## src/rtl/fft_mag_unload.sv

```systemverilog
// ---------------------------------------------------------------------------
// fft_mag_unload
//
// Sits downstream of the FFT core. When the core pulses fft_finish, the whole
// parallel result bus is captured into a frame register. The bins are then
// streamed one per beat over a valid/ready handshake. Each beat carries an
// alpha-max-beta-min magnitude estimate, |z| ~ max(|re|,|im|) + min(|re|,|im|)/2,
// and the bin index. The largest magnitude in each frame, and the bin where it
// occurs, are published with a one-cycle peak_valid pulse after the frame.
//
// Ports
//   clk          in   single clock, rising edge
//   reset        in   asynchronous, active-high; clears all state
//   fft_data     in   MSB*N frame bus, word w at [MSB*w +: MSB]
//                     (upper MSB/2 bits = signed re, lower MSB/2 bits = signed im)
//   fft_finish   in   one-cycle pulse, fft_data valid in the same cycle
//   frame_ready  out  high only while idle (a frame would be accepted)
//   out_valid    out  stream beat valid
//   out_ready    in   downstream accept
//   out_mag      out  MSB/2+1 bit unsigned magnitude estimate
//   out_bin      out  bin index of the current beat
//   out_last     out  high on the final bin of the frame
//   peak_valid   out  one-cycle pulse after the frame completes
//   peak_bin     out  index of the largest magnitude in the last frame
//   peak_mag     out  that magnitude
//   overrun      out  sticky: fft_finish seen while not idle
// ---------------------------------------------------------------------------
module fft_mag_unload #(
    parameter int N      = 16,
    parameter int MSB    = 16,
    parameter int HALF   = 1,
    parameter int BITREV = 0
) (
    input  logic                   clk,
    input  logic                   reset,
    input  logic [MSB*N-1:0]       fft_data,
    input  logic                   fft_finish,
    output logic                   frame_ready,
    output logic                   out_valid,
    input  logic                   out_ready,
    output logic [MSB/2:0]         out_mag,
    output logic [$clog2(N)-1:0]   out_bin,
    output logic                   out_last,
    output logic                   peak_valid,
    output logic [$clog2(N)-1:0]   peak_bin,
    output logic [MSB/2:0]         peak_mag,
    output logic                   overrun
);

    localparam int W     = MSB / 2;
    localparam int LOG2N = $clog2(N);
    localparam int B     = (HALF != 0) ? (N / 2) : N;
    localparam logic [LOG2N-1:0] LAST_BIN = LOG2N'(B - 1);

    typedef enum logic [1:0] {
        S_IDLE,
        S_LOAD,
        S_STREAM,
        S_DONE
    } state_t;

    state_t r_state;
    state_t w_state_next;

    // Frame storage and stream output registers
    logic [MSB*N-1:0] r_frame;
    logic             r_valid;
    logic [W:0]       r_mag;
    logic [LOG2N-1:0] r_bin;
    logic             r_last;

    // Running peak for the frame in flight, and the published peak
    logic [W:0]       r_run_mag;
    logic [LOG2N-1:0] r_run_bin;
    logic             r_peak_valid;
    logic [W:0]       r_peak_mag;
    logic [LOG2N-1:0] r_peak_bin;
    logic             r_overrun;

    // ------------------------------------------------------------------
    // Word selection for the bin about to be loaded into the output regs
    // ------------------------------------------------------------------
    logic [MSB-1:0]   w_word [N];
    logic [LOG2N-1:0] w_sel_bin;
    logic [LOG2N-1:0] w_sel_rev;
    logic [LOG2N-1:0] w_sel_word;
    logic [MSB-1:0]   w_sel_data;

    genvar gi;
    generate
        for (gi = 0; gi < N; gi++) begin : g_unpack
            assign w_word[gi] = r_frame[MSB*gi +: MSB];
        end
        for (gi = 0; gi < LOG2N; gi++) begin : g_bitrev
            assign w_sel_rev[gi] = w_sel_bin[LOG2N-1-gi];
        end
    endgenerate

    // LOAD always presents bin 0; in STREAM the output register holds the
    // current bin, so the one to load on acceptance is the next one.
    assign w_sel_bin  = (r_state == S_LOAD) ? '0 : (r_bin + 1'b1);
    assign w_sel_word = (BITREV != 0) ? w_sel_rev : w_sel_bin;
    assign w_sel_data = w_word[w_sel_word];

    // ------------------------------------------------------------------
    // Alpha-max-beta-min magnitude
    // ------------------------------------------------------------------
    // Magnitude of a W-bit signed value as W-bit unsigned. The most
    // negative value maps to 2^(W-1), which still fits in W unsigned bits.
    function automatic logic [W-1:0] abs_w(input logic [W-1:0] v);
        logic [W-1:0] r;
        r = v[W-1] ? (~v + 1'b1) : v;
        return r;
    endfunction

    logic [W-1:0] w_re;
    logic [W-1:0] w_im;
    logic [W-1:0] w_abs_re;
    logic [W-1:0] w_abs_im;
    logic [W-1:0] w_max;
    logic [W-1:0] w_min;
    logic [W-1:0] w_min_half;
    logic [W:0]   w_mag;

    assign w_re       = w_sel_data[MSB-1:W];
    assign w_im       = w_sel_data[W-1:0];
    assign w_abs_re   = abs_w(w_re);
    assign w_abs_im   = abs_w(w_im);
    assign w_max      = (w_abs_re >= w_abs_im) ? w_abs_re : w_abs_im;
    assign w_min      = (w_abs_re >= w_abs_im) ? w_abs_im : w_abs_re;
    assign w_min_half = w_min >> 1;
    // max <= 2^(W-1) and min/2 <= 2^(W-2), so W+1 bits cannot overflow.
    assign w_mag      = {1'b0, w_max} + {1'b0, w_min_half};

    // ------------------------------------------------------------------
    // Handshake and peak compare
    // ------------------------------------------------------------------
    logic w_accept;
    logic w_beats_peak;

    assign w_accept     = r_valid & out_ready;
    // Strict greater-than: ties keep the lower (earlier) bin.
    assign w_beats_peak = (r_mag > r_run_mag);

    // ------------------------------------------------------------------
    // FSM: next state
    // ------------------------------------------------------------------
    always_comb begin
        w_state_next = r_state;
        case (r_state)
            S_IDLE:   if (fft_finish) w_state_next = S_LOAD;
            S_LOAD:   w_state_next = S_STREAM;
            S_STREAM: if (w_accept && r_last) w_state_next = S_DONE;
            S_DONE:   w_state_next = S_IDLE;
            default:  w_state_next = S_IDLE;
        endcase
    end

    always_ff @(posedge clk or posedge reset) begin
        if (reset) begin
            r_state <= S_IDLE;
        end else begin
            r_state <= w_state_next;
        end
    end

    // ------------------------------------------------------------------
    // Datapath
    // ------------------------------------------------------------------
    always_ff @(posedge clk or posedge reset) begin
        if (reset) begin
            r_frame      <= '0;
            r_valid      <= 1'b0;
            r_mag        <= '0;
            r_bin        <= '0;
            r_last       <= 1'b0;
            r_run_mag    <= '0;
            r_run_bin    <= '0;
            r_peak_valid <= 1'b0;
            r_peak_mag   <= '0;
            r_peak_bin   <= '0;
            r_overrun    <= 1'b0;
        end else begin
            r_peak_valid <= 1'b0;

            // A finish pulse outside IDLE (including the DONE->IDLE cycle)
            // is dropped; the frame register is left untouched.
            if (fft_finish && (r_state != S_IDLE)) begin
                r_overrun <= 1'b1;
            end

            case (r_state)
                S_IDLE: begin
                    if (fft_finish) begin
                        r_frame   <= fft_data;
                        r_bin     <= '0;
                        r_run_mag <= '0;
                        r_run_bin <= '0;
                    end
                end

                S_LOAD: begin
                    r_valid <= 1'b1;
                    r_mag   <= w_mag;
                    r_bin   <= w_sel_bin;
                    r_last  <= (w_sel_bin == LAST_BIN);
                end

                S_STREAM: begin
                    if (w_accept) begin
                        if (w_beats_peak) begin
                            r_run_mag <= r_mag;
                            r_run_bin <= r_bin;
                        end
                        if (r_last) begin
                            // Publish the peak including this final beat so
                            // the values are already valid during DONE.
                            r_valid      <= 1'b0;
                            r_peak_valid <= 1'b1;
                            r_peak_mag   <= w_beats_peak ? r_mag : r_run_mag;
                            r_peak_bin   <= w_beats_peak ? r_bin : r_run_bin;
                        end else begin
                            // Zero-bubble advance to the next bin.
                            r_mag  <= w_mag;
                            r_bin  <= w_sel_bin;
                            r_last <= (w_sel_bin == LAST_BIN);
                        end
                    end
                end

                default: begin
                end
            endcase
        end
    end

    // ------------------------------------------------------------------
    // Outputs
    // ------------------------------------------------------------------
    assign frame_ready = (r_state == S_IDLE);
    assign out_valid   = r_valid;
    assign out_mag     = r_mag;
    assign out_bin     = r_bin;
    assign out_last    = r_last;
    assign peak_valid  = r_peak_valid;
    assign peak_bin    = r_peak_bin;
    assign peak_mag    = r_peak_mag;
    assign overrun     = r_overrun;

endmodule

```

## config.mk

```make
export PLATFORM = sky130hd
export DESIGN_NAME = fft_mag_unload
export DESIGN_NICKNAME = d
export VERILOG_FILES = /design/src/rtl/fft_mag_unload.sv
export SDC_FILE = /design/constraint.sdc
export NUM_CORES = 1
export LEC_CHECK = 0
export BUFFER_PORTS_ARGS = -buffer_cell sky130_fd_sc_hd__clkbuf_2
export CORE_MARGIN = 2
export CORE_UTILIZATION = 55
export DETAILED_ROUTE_END_ITERATION = 8
export PLACE_DENSITY = 0.79
export SYNTH_ARGS = -nofsm -noshare
export SYNTH_HDL_FRONTEND = slang
export SYNTH_SLANG_ARGS = --single-unit
```

## constraint.sdc

```tcl
create_clock -name clk -period 17.8 [get_ports clk]
set_clock_uncertainty 0.1 [all_clocks]
set_input_delay 3.56 -clock clk [delete_from_list [all_inputs] [get_ports clk]]
set_output_delay 3.56 -clock clk [all_outputs]
set_load 0.03 [all_outputs]
```

Yosys cells after proc, flatten, opt, wreduce, memory -nomap -nowiden
Cells that the tools add are included.

operators by class
  add/subtract/negate cells = 4
  $lt $le $gt $ge = 3
  equality and inequality tests = 9
  mux-type cells = 34
  bitwise operators = 4
  reduce and logical (&&, ||, !) cells = 15

operators with widths
  cell                                                                    number
  16-bit binary-select mux with 4-bit select                              1
  9-bit 2-to-1 mux                                                        5
  9-bit case mux with 2 select lines                                      2
  16-bit 2-to-1 mux                                                       2
  8-bit 2-to-1 mux                                                        4
  4-bit 2-to-1 mux                                                        6
  8-bit by 1-bit adder with 8-bit output (second input constant)          2
  8-bit NOT                                                               2
  4-bit case mux with 3 select lines                                      1
  3-bit AND reduction                                                     4
  2-bit != test (second input constant)                                   5
  8-bit by 7-bit adder with 9-bit output                                  1
  9-bit greater-than comparator                                           1
  8-bit greater-or-equal comparator                                       1
  2-bit case mux with 4 select lines                                      1
  4-bit case mux with 2 select lines                                      1
  1-bit 2-to-1 mux                                                        7
  2-bit AND reduction                                                     3
  2-bit nonzero test                                                      3
  5-bit greater-or-equal comparator (second input constant)               1
  4-bit NOT with 5-bit output                                             1
  4-bit by 1-bit adder with 4-bit output (second input constant)          1
  2-bit equality test (second input constant)                             2
  4-bit by 3-bit equality test with 1-bit output (second input constant)  1
  8 further kinds                                                         11

storage, ports and cells
  register bits = 301
  bits of input ports = 260

Longest topological paths before layout
  depth after elaboration = 15
  depth in mapped cells = 34
  mapped depth without buffers = 30

Worst setup path before layout
Ideal clock, no wire load.

  path type = register -> register
  start = register r_bin[1] (netlist: out_bin[1])
  end = register r_mag[7] (netlist: out_mag[7])
  setup time = 137 ps
  data arrival time = 6,292 ps
  data required time = 17,563 ps
  setup slack = 11,272 ps
  cell stages (with the launch flop) = 30
  buffers on the path = 3
  period minus slack after synthesis = 6,528 ps
  cell sequence = dfrtp_1 > ha_1 > xnor2_1 > buf_2 > mux4_2 > a222oi_1 > nor2_1 > nor2_1 > ha_1 > mux2i_1 > inv_1 > ha_1 > a21oi_1 > nor2b_1 > o21ai_0 > a21oi_1 > o41a_1 > buf_1 > clkbuf_1 > mux2i_1 > ha_1 > a21o_1 > a21oi_1 > o21bai_1 > a21oi_1 > nor2_1 > o21ai_0 > nand2b_1 > xnor2_1 > a21oi_1

between the ends
  cells in the longest elaborated chain, start to end = 15

ends and longest elaborated chain
  item                                                      RTL line  RTL
  start: declaration                                        69        logic [LOG2N-1:0] r_bin;
  start signal: assignment                                  205       r_bin <= w_sel_bin;
  start signal: assignment                                  225       r_bin <= w_sel_bin;
  4-bit by 1-bit adder with 4-bit output (*)                101       assign w_sel_bin = (r_state == S_LOAD) ? '0 : (r_bin + 1'b1);
  4-bit 2-to-1 mux (*)                                      101
  4-bit NOT with 5-bit output (implied by the code) (*)     103       assign w_sel_data = w_word[w_sel_word];
  16-bit binary-select mux with 4-bit select (*)            103
  16-bit 2-to-1 mux (implied by the code) (*) (2 in a row)  103
  8-bit NOT                                                 112       r = v[W-1] ? (~v + 1'b1) : v;
  8-bit by 1-bit adder with 8-bit output                    112
  8-bit 2-to-1 mux                                          112
  8-bit greater-or-equal comparator                         129, 130
  8-bit 2-to-1 mux (on tied branches)                       129, 130
  8-bit by 7-bit adder with 9-bit output (*)                133       assign w_mag = {1'b0, w_max} + {1'b0, w_min_half};
  9-bit 2-to-1 mux                                          215       if (r_last) begin
  9-bit 2-to-1 mux                                          210       if (w_accept) begin
  9-bit case mux with 2 select lines (*)                    192       case (r_state)
  end signal: assignment                                    204       r_mag <= w_mag;
  end signal: assignment                                    224       r_mag <= w_mag;
  end: declaration                                          68        logic [W:0] r_mag;

Mark *: on every way between the ends. The rest lies on a longest branch, timed or not. The select of a mux whose other input is x is not followed.
A chain may end at the register's enable or synchronous reset.

Worst setup path after layout
  start = register r_bin[0] (netlist: out_bin[0])
  end = register r_mag[7] (netlist: out_mag[7])

The elaborated chain is that of the path after synthesis.

==> flow_results.xml <==
<?xml version="1.0" encoding="UTF-8"?>
<metrics>
  <group name="status">
    <metric name="outcome" unit="">complete, no violations</metric>
  </group>
  <group name="drt">
    <metric name="drc" unit="">0</metric>
    <metric name="routed_wire_length_per_instance" unit="µm">22.1</metric>
    <metric name="post_drt_via_cell_ratio" unit="">6.00</metric>
    <metric name="postRouteWirelength" unit="µm">41100</metric>
    <metric name="detailroute.via_count" unit="">11100</metric>
    <metric name="first_pass_iters" unit="">6</metric>
    <metric name="detail-route-antenna-nets" unit="">0</metric>
    <metric name="drt_iter0_drc" unit="">936</metric>
  </group>
  <group name="yosys">
    <metric name="register_area_share_after_synthesis" unit="%">50.1</metric>
    <metric name="synth_enable_flop_cells" unit="">0</metric>
    <metric name="ys_ff_latch" unit="">301</metric>
    <metric name="synthFlopType" unit="">sky130_fd_sc_hd__dfrtp_1</metric>
    <metric name="post_synth_num_cell_types" unit="">62</metric>
    <metric name="leading_cell_types_by_total_area_after_synthesis" unit="">sky130_fd_sc_hd__dfrtp_1 (50%), sky130_fd_sc_hd__mux2_2 (20%), sky130_fd_sc_hd__mux2i_1 (4.9%)</metric>
    <metric name="synth_warnings" unit="">0</metric>
    <metric name="synthesis.nets" unit="">1529</metric>
    <metric name="synth.cell_area" unit="mm²">0.0150</metric>
    <metric name="post_synth.cell_area_avg" unit="µm²">12.1</metric>
    <metric name="synthCells" unit="">1237</metric>
    <metric name="netlist.top_cell.by_area" unit="">sky130_fd_sc_hd__dfrtp_1</metric>
    <metric name="asyncSetResetFlopFracSynth" unit="%">100</metric>
    <metric name="synth.top_cell.area_share" unit="%">50.1</metric>
  </group>
  <group name="place">
    <metric name="number_of_instances_in_the_placed_design" unit="">1801</metric>
    <metric name="dpl_cell_area" unit="mm²">0.0168</metric>
    <metric name="dp_hpwl" unit="µm">29400</metric>
    <metric name="gp_congestion" unit="">0.908</metric>
    <metric name="numPortBuffers" unit="">290</metric>
  </group>
  <group name="sta">
    <metric name="setup_viol" unit="">0</metric>
    <metric name="fmax" unit="MHz">133</metric>
    <metric name="timing.final.crit_share" unit="%">42.2</metric>
    <metric name="tightest_slew" unit="ns">1.18</metric>
    <metric name="grt_setup_unrepaired" unit="">no</metric>
    <metric name="finalWorstPathRequiredPeriod" unit="ns">7.52</metric>
    <metric name="totalNegativeSetupSlack" unit="ns">0</metric>
    <metric name="timing.final.max_slew_violations" unit="">0</metric>
    <metric name="timing.final.hold_violations" unit="">0</metric>
    <metric name="slew-limit-headroom" unit="%">19.8</metric>
  </group>
  <group name="clock_tree">
    <metric name="tritoncts" unit="">built</metric>
    <metric name="insertion_delay" unit="ns">0.57</metric>
    <metric name="cts_root_buffer" unit="">sky130_fd_sc_hd__clkbuf_16</metric>
    <metric name="numClockSinks" unit="">301</metric>
    <metric name="cts.reportedPaths.clkPinSlew" unit="ns">0.06</metric>
    <metric name="cts_inserted_buffers" unit="">30</metric>
    <metric name="cts.repair_timing.setup_buffer_count" unit="">0</metric>
    <metric name="ctsHtreeMaxLevel" unit="">1</metric>
    <metric name="cts-resized-gates" unit="">0</metric>
    <metric name="postCtsHoldBufs" unit="">0</metric>
    <metric name="clock_path_buffers" unit="">3</metric>
  </group>
  <group name="finish">
    <metric name="postLayoutCoreUtil" unit="%">66.0</metric>
    <metric name="nets" unit="">1784</metric>
    <metric name="final_layout_size_suffix_gt1_share" unit="%">42.7</metric>
    <metric name="final_cell_area" unit="mm²">0.0177</metric>
    <metric name="nFillCells" unit="">2094</metric>
    <metric name="post_layout_nonfiller_instances" unit="">1856</metric>
    <metric name="areaGrowthSynthToFinish" unit="%">18.0</metric>
  </group>
  <group name="floorplan">
    <metric name="die-width" unit="µm">169</metric>
    <metric name="design.core.area" unit="mm²">0.0269</metric>
    <metric name="placementRows" unit="">60</metric>
    <metric name="vert_die_dim" unit="µm">169</metric>
    <metric name="initial_utilization" unit="%">55.9</metric>
    <metric name="ioPinCount" unit="">291</metric>
    <metric name="dieArea" unit="mm²">0.0287</metric>
  </group>
  <group name="worst_setup_path">
    <metric name="path_depth" unit="">26</metric>
    <metric name="critical_path.startpoint_type" unit="">flop</metric>
    <metric name="timing.critical_path.arrival" unit="ns">7.84</metric>
    <metric name="worst-path-buf-inv" unit="">2</metric>
    <metric name="worst_reg_to_reg_path_cell_count" unit="">26</metric>
    <metric name="critPathTopFamily" unit="">compound AO/OA/AOI/OAI gates</metric>
    <metric name="rr_startpoint" unit="">out_bin[0]</metric>
    <metric name="cp_max_fo" unit="">70</metric>
    <metric name="critical_path.most_common_cell" unit="">sky130_fd_sc_hd__a21oi_1</metric>
    <metric name="endpoint_kind" unit="">flop</metric>
    <metric name="worst-setup-path-type" unit="">reg2reg</metric>
    <metric name="crit_end" unit="">out_mag[7]</metric>
    <metric name="reg2reg_setup_slack" unit="ns">10.28</metric>
    <metric name="worstReg2RegEnd" unit="">out_mag[7]</metric>
    <metric name="startpoint" unit="">out_bin[0]</metric>
    <metric name="critPathSlowestCell" unit="">sky130_fd_sc_hd__ha_4</metric>
    <metric name="crit_required" unit="ns">18.13</metric>
    <metric name="crit_path_max_incr_delay" unit="ns">0.94</metric>
  </group>
  <group name="global_route">
    <metric name="globalRouteOverflowTotal" unit="">0</metric>
    <metric name="via_count_of_the_first_global_routing_pass" unit="">11500</metric>
    <metric name="grt_antenna_before_repair" unit="">6</metric>
    <metric name="gr-usage-all-layers" unit="%">28.8</metric>
    <metric name="grt_pass1_wl" unit="µm">64100</metric>
    <metric name="grt_max_degree" unit="">144</metric>
  </group>
  <group name="run">
    <metric name="max-cap-violations" unit="">0</metric>
  </group>
  <group name="hold_path">
    <metric name="worst_hold_path_type" unit="">reg2reg</metric>
  </group>
</metrics>
## metal layers
metal  track usage (%)  wire length, µm  vias to the layer above
met1              38.0            16700                     5506
li1                  -                -                     5030
met5                 0               27                        -
met2              47.1            19600                      477
met3              6.37             3190                      110
met4              10.5             1570                        4
## worst min-delay path by stage
stage	start	to	slack [ns]	cells after the start
6_report	overrun	overrun	0.38	1
3_3_place_gp	overrun	overrun	0.35	1
3_5_place_dp	overrun	overrun	0.36	1
2_1_floorplan	r_run_bin[0]	r_run_bin[0]	0.37	1
5_1_grt	overrun	overrun	0.40	1
4_1_cts	overrun	overrun	0.38	1
## worst register-to-register path: cells and delay by family (launching register included)
kind / cells / cell delay (ns)
adders and majority gates: 4 / 1.80
and+or+nand+nor: 5 / 0.62
buffers and inverters: 2 / 0.67
AOI/OAI and AO/OA: 11 / 2.44
xor gates and xnor gates: 1 / 0.13
muxes: 3 / 1.06
DFF: 1 / 0.55
## layout make-up
cell class | count | area [µm²] | share of cell area, %
clock inverter | 10 | 88.8 | 0.501
inverter | 37 | 146 | 0.826
timing repair buffer | 305 | 1560 | 8.82
clock buffer | 42 | 876 | 4.94
tap | 341 | 427 | 2.41
sequential | 301 | 7540 | 42.5
multi-input combinational | 817 | 7090 | 40.0
antenna | 3 | 7.51 | 0.0423
## per-stage QoR
| stage | hold WS, ns | worst slack (ns) |
|---|---|---|
| 2_1_floorplan | 0.365 | 5.82 |
| 3_3_place_gp | 0.348 | 10.44 |
| 3_5_place_dp | 0.363 | 10.39 |
| 4_1_cts | 0.378 | 10.37 |
| 5_1_grt | 0.400 | 9.68 |
| 6_report | 0.376 | 10.28 |
## cells by family after synthesis
family | after synthesis | share of synthesized area [%]
mux | 352 | 26.8
flops | 301 | 50.1
compound gates | 220 | 10.2
simple gates | 194 | 6.05
buf+inv | 119 | 3.05
fa+ha+maj | 32 | 2.71
xor+xnor | 19 | 1.11
## cells in the final DEF, fill, tap and decap left out, types with 30 or more instances in the layout
cell / instances
sky130_fd_sc_hd__clkbuf_16: 30
sky130_fd_sc_hd__clkbuf_2: 290
sky130_fd_sc_hd__dfrtp_1: 300
sky130_fd_sc_hd__inv_1: 35
sky130_fd_sc_hd__mux2_2: 264
sky130_fd_sc_hd__mux2i_1: 73
sky130_fd_sc_hd__nand2_1: 67
sky130_fd_sc_hd__nor2_1: 40
sky130_fd_sc_hd__o21ai_0: 60
## state kept, by name, indices dropped and copies added, names as in the netlist
register	cells
overrun	1
out_bin	4
peak_valid	1
r_run_mag	9
out_mag	9
peak_mag	9
out_last	1
r_state	2
peak_bin	4
out_valid	1
r_frame	256
r_run_bin	4
## synthesized netlist by cell type, types with 13 or more instances
master	number
sky130_fd_sc_hd__mux4_2	13
sky130_fd_sc_hd__mux2_2	264
sky130_fd_sc_hd__dfrtp_1	301
sky130_fd_sc_hd__a211oi_1	13
sky130_fd_sc_hd__o21ai_0	61
sky130_fd_sc_hd__nor2_1	42
sky130_fd_sc_hd__inv_1	36
sky130_fd_sc_hd__ha_1	31
sky130_fd_sc_hd__a22o_1	20
sky130_fd_sc_hd__nor2b_1	20
sky130_fd_sc_hd__nand3_1	29
sky130_fd_sc_hd__clkbuf_1	65
sky130_fd_sc_hd__xnor2_1	14
sky130_fd_sc_hd__nand2_1	68
sky130_fd_sc_hd__a21oi_1	28
sky130_fd_sc_hd__mux2i_1	74
Power is left out: the tool's default activity adds up to more than one toggle a clock period on the data nets, which glitch-free logic cannot reach.
